File: src/rtl/stack_lifo_param.sv
// Parametrised synchronous LIFO stack with replace-top (push+pop), occupancy count,
// almost-full threshold, sticky overflow/underflow flags, flush and a read-valid strobe.
module stack_lifo_param #(
  parameter int unsigned WIDTH    = 4,
  parameter int unsigned DEPTH    = 8,
  parameter int unsigned AF_LEVEL = 6,
  localparam int unsigned CW      = $clog2(DEPTH + 1)
) (
  input  logic             clk,
  input  logic             reset,
  input  logic             flush,
  input  logic             push,
  input  logic             pop,
  input  logic [WIDTH-1:0] data_in,
  input  logic             clr_err,
  output logic [WIDTH-1:0] data_out,
  output logic             data_valid,
  output logic [CW-1:0]    count,
  output logic             empty,
  output logic             full,
  output logic             almost_full,
  output logic             overflow,
  output logic             underflow
);

  localparam int unsigned AW = (DEPTH > 1) ? $clog2(DEPTH) : 1;

  logic [WIDTH-1:0] mem [DEPTH];

  logic [CW-1:0]    sp_q, sp_d;
  logic [WIDTH-1:0] dout_q, dout_d;
  logic             valid_q, valid_d;
  logic             ovf_q, ovf_d;
  logic             unf_q, unf_d;

  logic             is_empty, is_full;
  logic [AW-1:0]    top_idx, wr_idx;
  logic             mem_we;
  logic [AW-1:0]    mem_waddr;

  assign is_empty = (sp_q == '0);
  assign is_full  = (sp_q == CW'(DEPTH));

  // top_idx is only meaningful when the stack is not empty.
  assign top_idx  = AW'(sp_q - CW'(1));
  assign wr_idx   = AW'(sp_q);

  always_comb begin
    sp_d      = sp_q;
    dout_d    = dout_q;
    valid_d   = 1'b0;
    ovf_d     = ovf_q;
    unf_d     = unf_q;
    mem_we    = 1'b0;
    mem_waddr = wr_idx;

    if (flush) begin
      sp_d = '0;
    end else begin
      // Clear first so that an error raised in the same cycle wins.
      if (clr_err) begin
        ovf_d = 1'b0;
        unf_d = 1'b0;
      end

      case ({push, pop})
        2'b10: begin
          if (!is_full) begin
            mem_we    = 1'b1;
            mem_waddr = wr_idx;
            sp_d      = sp_q + CW'(1);
          end else begin
            ovf_d = 1'b1;
          end
        end
        2'b01: begin
          if (!is_empty) begin
            dout_d  = mem[top_idx];
            valid_d = 1'b1;
            sp_d    = sp_q - CW'(1);
          end else begin
            unf_d = 1'b1;
          end
        end
        2'b11: begin
          if (!is_empty) begin
            dout_d    = mem[top_idx];
            valid_d   = 1'b1;
            mem_we    = 1'b1;
            mem_waddr = top_idx;
          end else begin
            // Empty bypass: the pushed word goes straight to the consumer.
            dout_d  = data_in;
            valid_d = 1'b1;
          end
        end
        default: ;
      endcase
    end
  end

  always_ff @(posedge clk) begin
    if (reset) begin
      sp_q    <= '0;
      dout_q  <= '0;
      valid_q <= 1'b0;
      ovf_q   <= 1'b0;
      unf_q   <= 1'b0;
    end else begin
      sp_q    <= sp_d;
      dout_q  <= dout_d;
      valid_q <= valid_d;
      ovf_q   <= ovf_d;
      unf_q   <= unf_d;
    end
  end

  // Storage is not reset; writes are suppressed while reset is asserted.
  always_ff @(posedge clk) begin
    if (!reset && mem_we) begin
      mem[mem_waddr] <= data_in;
    end
  end

  assign data_out    = dout_q;
  assign data_valid  = valid_q;
  assign count       = sp_q;
  assign empty       = is_empty;
  assign full        = is_full;
  assign almost_full = (sp_q >= CW'(AF_LEVEL));
  assign overflow    = ovf_q;
  assign underflow   = unf_q;

endmodule

File: config.mk
export PLATFORM = sky130hd
export DESIGN_NAME = stack_lifo_param
export DESIGN_NICKNAME = d
export VERILOG_FILES = /design/src/rtl/stack_lifo_param.sv
export SDC_FILE = /design/constraint.sdc
export NUM_CORES = 1
export LEC_CHECK = 0
export ABC_AREA = 0
export CAP_MARGIN = 40
export CORE_ASPECT_RATIO = 1.25
export CORE_MARGIN = 4
export CORE_UTILIZATION = 57
export CTS_BUF_LIST = sky130_fd_sc_hd__clkbuf_4
export DETAILED_ROUTE_END_ITERATION = 10
export PLACE_DENSITY = 0.85
export SETUP_SLACK_MARGIN = 0.02
export SYNTH_ARGS = -nofsm -noshare
export SYNTH_HDL_FRONTEND = slang
export SYNTH_SLANG_ARGS = --single-unit
File: constraint.sdc
create_clock -name clk -period 7.6 [get_ports clk]
set_input_delay 1.52 -clock clk [delete_from_list [all_inputs] [get_ports clk]]
set_output_delay 1.52 -clock clk [all_outputs]
set_load 0.01 [all_outputs]
==> flow_metrics.tcl, run 1 <==
set metrics [dict create \
    syn_area_mm2 0.00201 \
    status "completed" \
    seq_area_mm2 0.00118 \
    crit_type "reg -> out" \
    drt_iter0_drc 71 \
    cp-start-kind "flip-flop" \
    path_cells "inv_1 > ha_1 > or3b_4 > clkinv_2 > clkdlybuf4s50_1" \
    antenna_found_initial 0 \
    post_cts_resized 0 \
    fmax_ghz 0.240 \
    p_per_area_mw_per_mm2 184 \
    clockBufferDepth 2 \
    grt_use_total 0.202 \
    syn_area_per_cell_um2 13.5 \
    grt_max_degree 16 \
    finClkSkew_ns 0.0139 \
    whs_ns 0.460 \
    holdBufCountCts 0 \
    cts_root_buf "clkbuf_4" \
    routedWlPerCell_um 18.4 \
    place.gp.congestion 0.849 \
    clk_pin_slew_worst_paths_ns 0.13 \
    multi_input_area_um2 779 \
    hold_viol_final 0 \
    fin_crit_sh 0.548 \
    grt_pass1_vias 1317 \
    path_max_fanout 15 \
    cp_top_family "flip-flops" \
    insertedDiodeCount 0 \
    syn_nets 163 \
    relSlewSlack 0.481 \
    drc 0 \
    cp.buffers_inverters 3 \
    die_h_um 74.4 \
    ir_drop_v 0.000140 \
    fill_cells 246 \
    syn_to_final_growth_pct 14.9 \
    nNetsFinal 187 \
    fin_crit_ns 4.17 \
    ys_warn_count 0 \
    worstPathRequired_ns 6.08 \
    clkSinkCount 43 \
    fin_setup_tns_ns 0 \
    tritoncts "yes" \
    drv_cap 0 \
    grt_setup_unrepaired "false" \
    hpwl_um 2910 \
    final_antenna_net_count 0 \
    dr_total_vias 1328 \
    slowest_delay_ns 0.85 \
    grt-ovfl-total 0 \
    dieArea_mm2 0.00455 \
    setup_viol 0 \
    seq_area_frac_synth 0.587 \
    firstDrtPassIters 4 \
    io_buffer_count 23 \
    clock_latency_ns 0.35 \
    wl_um 3870 \
    die_w_um 61.1 \
    drv_slew 0 \
    start_util 0.608 \
    core_mm2 0.00331 \
    tightestPinTransition_ns 0.778 \
    synth_edf_count 32 \
    ys.flop_type "edfxtp_1" \
    leakage_nw 0.733 \
    async_reset_ff_frac 0 \
    synth_seq_cells 43 \
    via_per_inst 6.29 \
    cts_buffers 5 \
    cp-end-kind "output port" \
    place_area_mm2 0.00225 \
    cp_slowest_cell "dfxtp_1" \
    num_rows 23 \
    yosysUniqueCellTypes 40 \
    min_path_type "reg -> reg" \
    cts_htree_levels 2 \
    grt_pass1_wl_um 6510 \
    design_area_mm2 0.00231 \
    cts_setup_buffers 0 \
    worst_ep_arrival_time_ns 2.65 \
    drive_above_1_share 0.132 \
    postSynthCellCount 149 \
    io_pins 24 \
]
==> synthesized netlist by cell type, types with 4 or more instances <==
cell type / n / area (µm²)
o31ai_1: 4 / 30.0
mux2i_1: 5 / 50.1
nor2_1: 10 / 37.5
ha_1: 4 / 50.1
o21ai_0: 4 / 20.0
mux4_2: 8 / 180
dfxtp_1: 11 / 220
edfxtp_1: 32 / 961
o221ai_1: 4 / 35.0
nand3b_1: 8 / 60.1
a21oi_1: 6 / 30.0
nor3_1: 8 / 40.0
nand2_1: 4 / 15.0
==> sequential cells by signal, indices dropped and copies added, names as in the netlist <==
name	cells
underflow	1
count	4
overflow	1
data_out	4
mem	32
data_valid	1
==> worst min-delay path, cell delays in order (launching register included) <==
cell,delay [ns]
dfxtp_1,0.33
nand2_1,0.05
a21oi_1,0.05
==> routing by layer <==
layer / vias up / track usage / routed length, µm
met5: - / 0 / 0
met4: 0 / 0.0964 / 91
met3: 10 / 0.0608 / 322
met2: 61 / 0.327 / 1980
met1: 626 / 0.243 / 1480
li1: 631 / - / -
==> final timing paths <==
path / cells after the start / endpoint / from / slack, ns
max: 5 / empty / count[0]$_SDFFE_PP0P_ / 3.43
min: 2 / underflow$_SDFFE_PP0N_ / underflow$_SDFFE_PP0N_ / 0.46
max reg2reg: 6 / mem[4][3]$_DFFE_PP_ / count[0]$_SDFFE_PP0P_ / 4.37
min reg2reg: 2 / underflow$_SDFFE_PP0N_ / underflow$_SDFFE_PP0N_ / 0.46
==> power by group <==
part	internal [W]	leakage, nW	switching, W	total [W]
clock network	0.0000393	0.0317	0.0000696	0.000109
logic	0.0000268	0.324	0.0000295	0.0000563
registers	0.000255	0.377	0.00000422	0.000259
==> kinds of logic after synthesis <==
logic type                 count (synthesis)  synth area share
muxes                                     14             0.120
buffers and inverters                     10            0.0249
and+or+nand+nor                           50             0.145
xor gates and xnor gates                   3            0.0131
AOI/OAI and AO/OA                         25            0.0846
adders and majority gates                  4            0.0249
DFF                                       43             0.587
==> metrics by stage <==
stage               power, W  utilization  instances  setup WS, ns
floorplan           0.000299            -        149          4.29
global placement    0.000319        0.681        203          3.65
detailed placement  0.000321        0.681        203          3.58
CTS                 0.000428        0.698        211          3.41
global route        0.000448        0.698        211          3.20
finish              0.000425        0.698        211          3.43
==> final cells by class <==
class / count / area share
Sequential cell: 43 / 0.511
Multi-Input combinational cell: 96 / 0.337
Timing Repair Buffer: 23 / 0.0996
Tap cell: 37 / 0.0200
Clock buffer: 6 / 0.0195
Inverter: 4 / 0.00704
Clock inverter: 2 / 0.00541
==> cell usage in the layout, fill, tap and decap left out, drive strengths merged, types with 3 or more instances in the layout <==
| cell | Yosys | routed |
|---|---|---|
| a21oi | 6 | 6 |
| clkbuf | 4 | 6 |
| clkdlybuf4s50 | 0 | 23 |
| dfxtp | 11 | 11 |
| edfxtp | 32 | 32 |
| ha | 4 | 4 |
| inv | 3 | 3 |
| mux2i | 5 | 5 |
| mux4 | 8 | 8 |
| nand2 | 4 | 4 |
| nand2b | 3 | 3 |
| nand3 | 3 | 3 |
| nand3b | 8 | 8 |
| nor2 | 10 | 10 |
| nor2b | 3 | 3 |
| nor3 | 9 | 9 |
| o21ai | 4 | 4 |
| o221ai | 4 | 4 |
| o31ai | 4 | 4 |
| or4 | 3 | 3 |
Power figures use the tool's default switching activity.
==> inputs of run 2 (changes only) <==
==> constraint.sdc (replaced) <==
create_clock -name clk -period 4.3 [get_ports clk]
set_input_delay 0.86 -clock clk [delete_from_list [all_inputs] [get_ports clk]]
set_output_delay 0.86 -clock clk [all_outputs]
set_load 0.01 [all_outputs]
==> results of run 2 <==
Same layout as run 1 (identical final DEF). Status: completed.
Main changes from that run: setup slack after placement 3.58 ns -> 0.939 ns; setup slack after layout 3.43 ns -> 0.795 ns; register-to-register setup slack 4.37 ns -> 1.07 ns; total power 0.000425 W -> 0.000750 W; worst IR drop on VDD 0.000140 V -> 0.000248 V
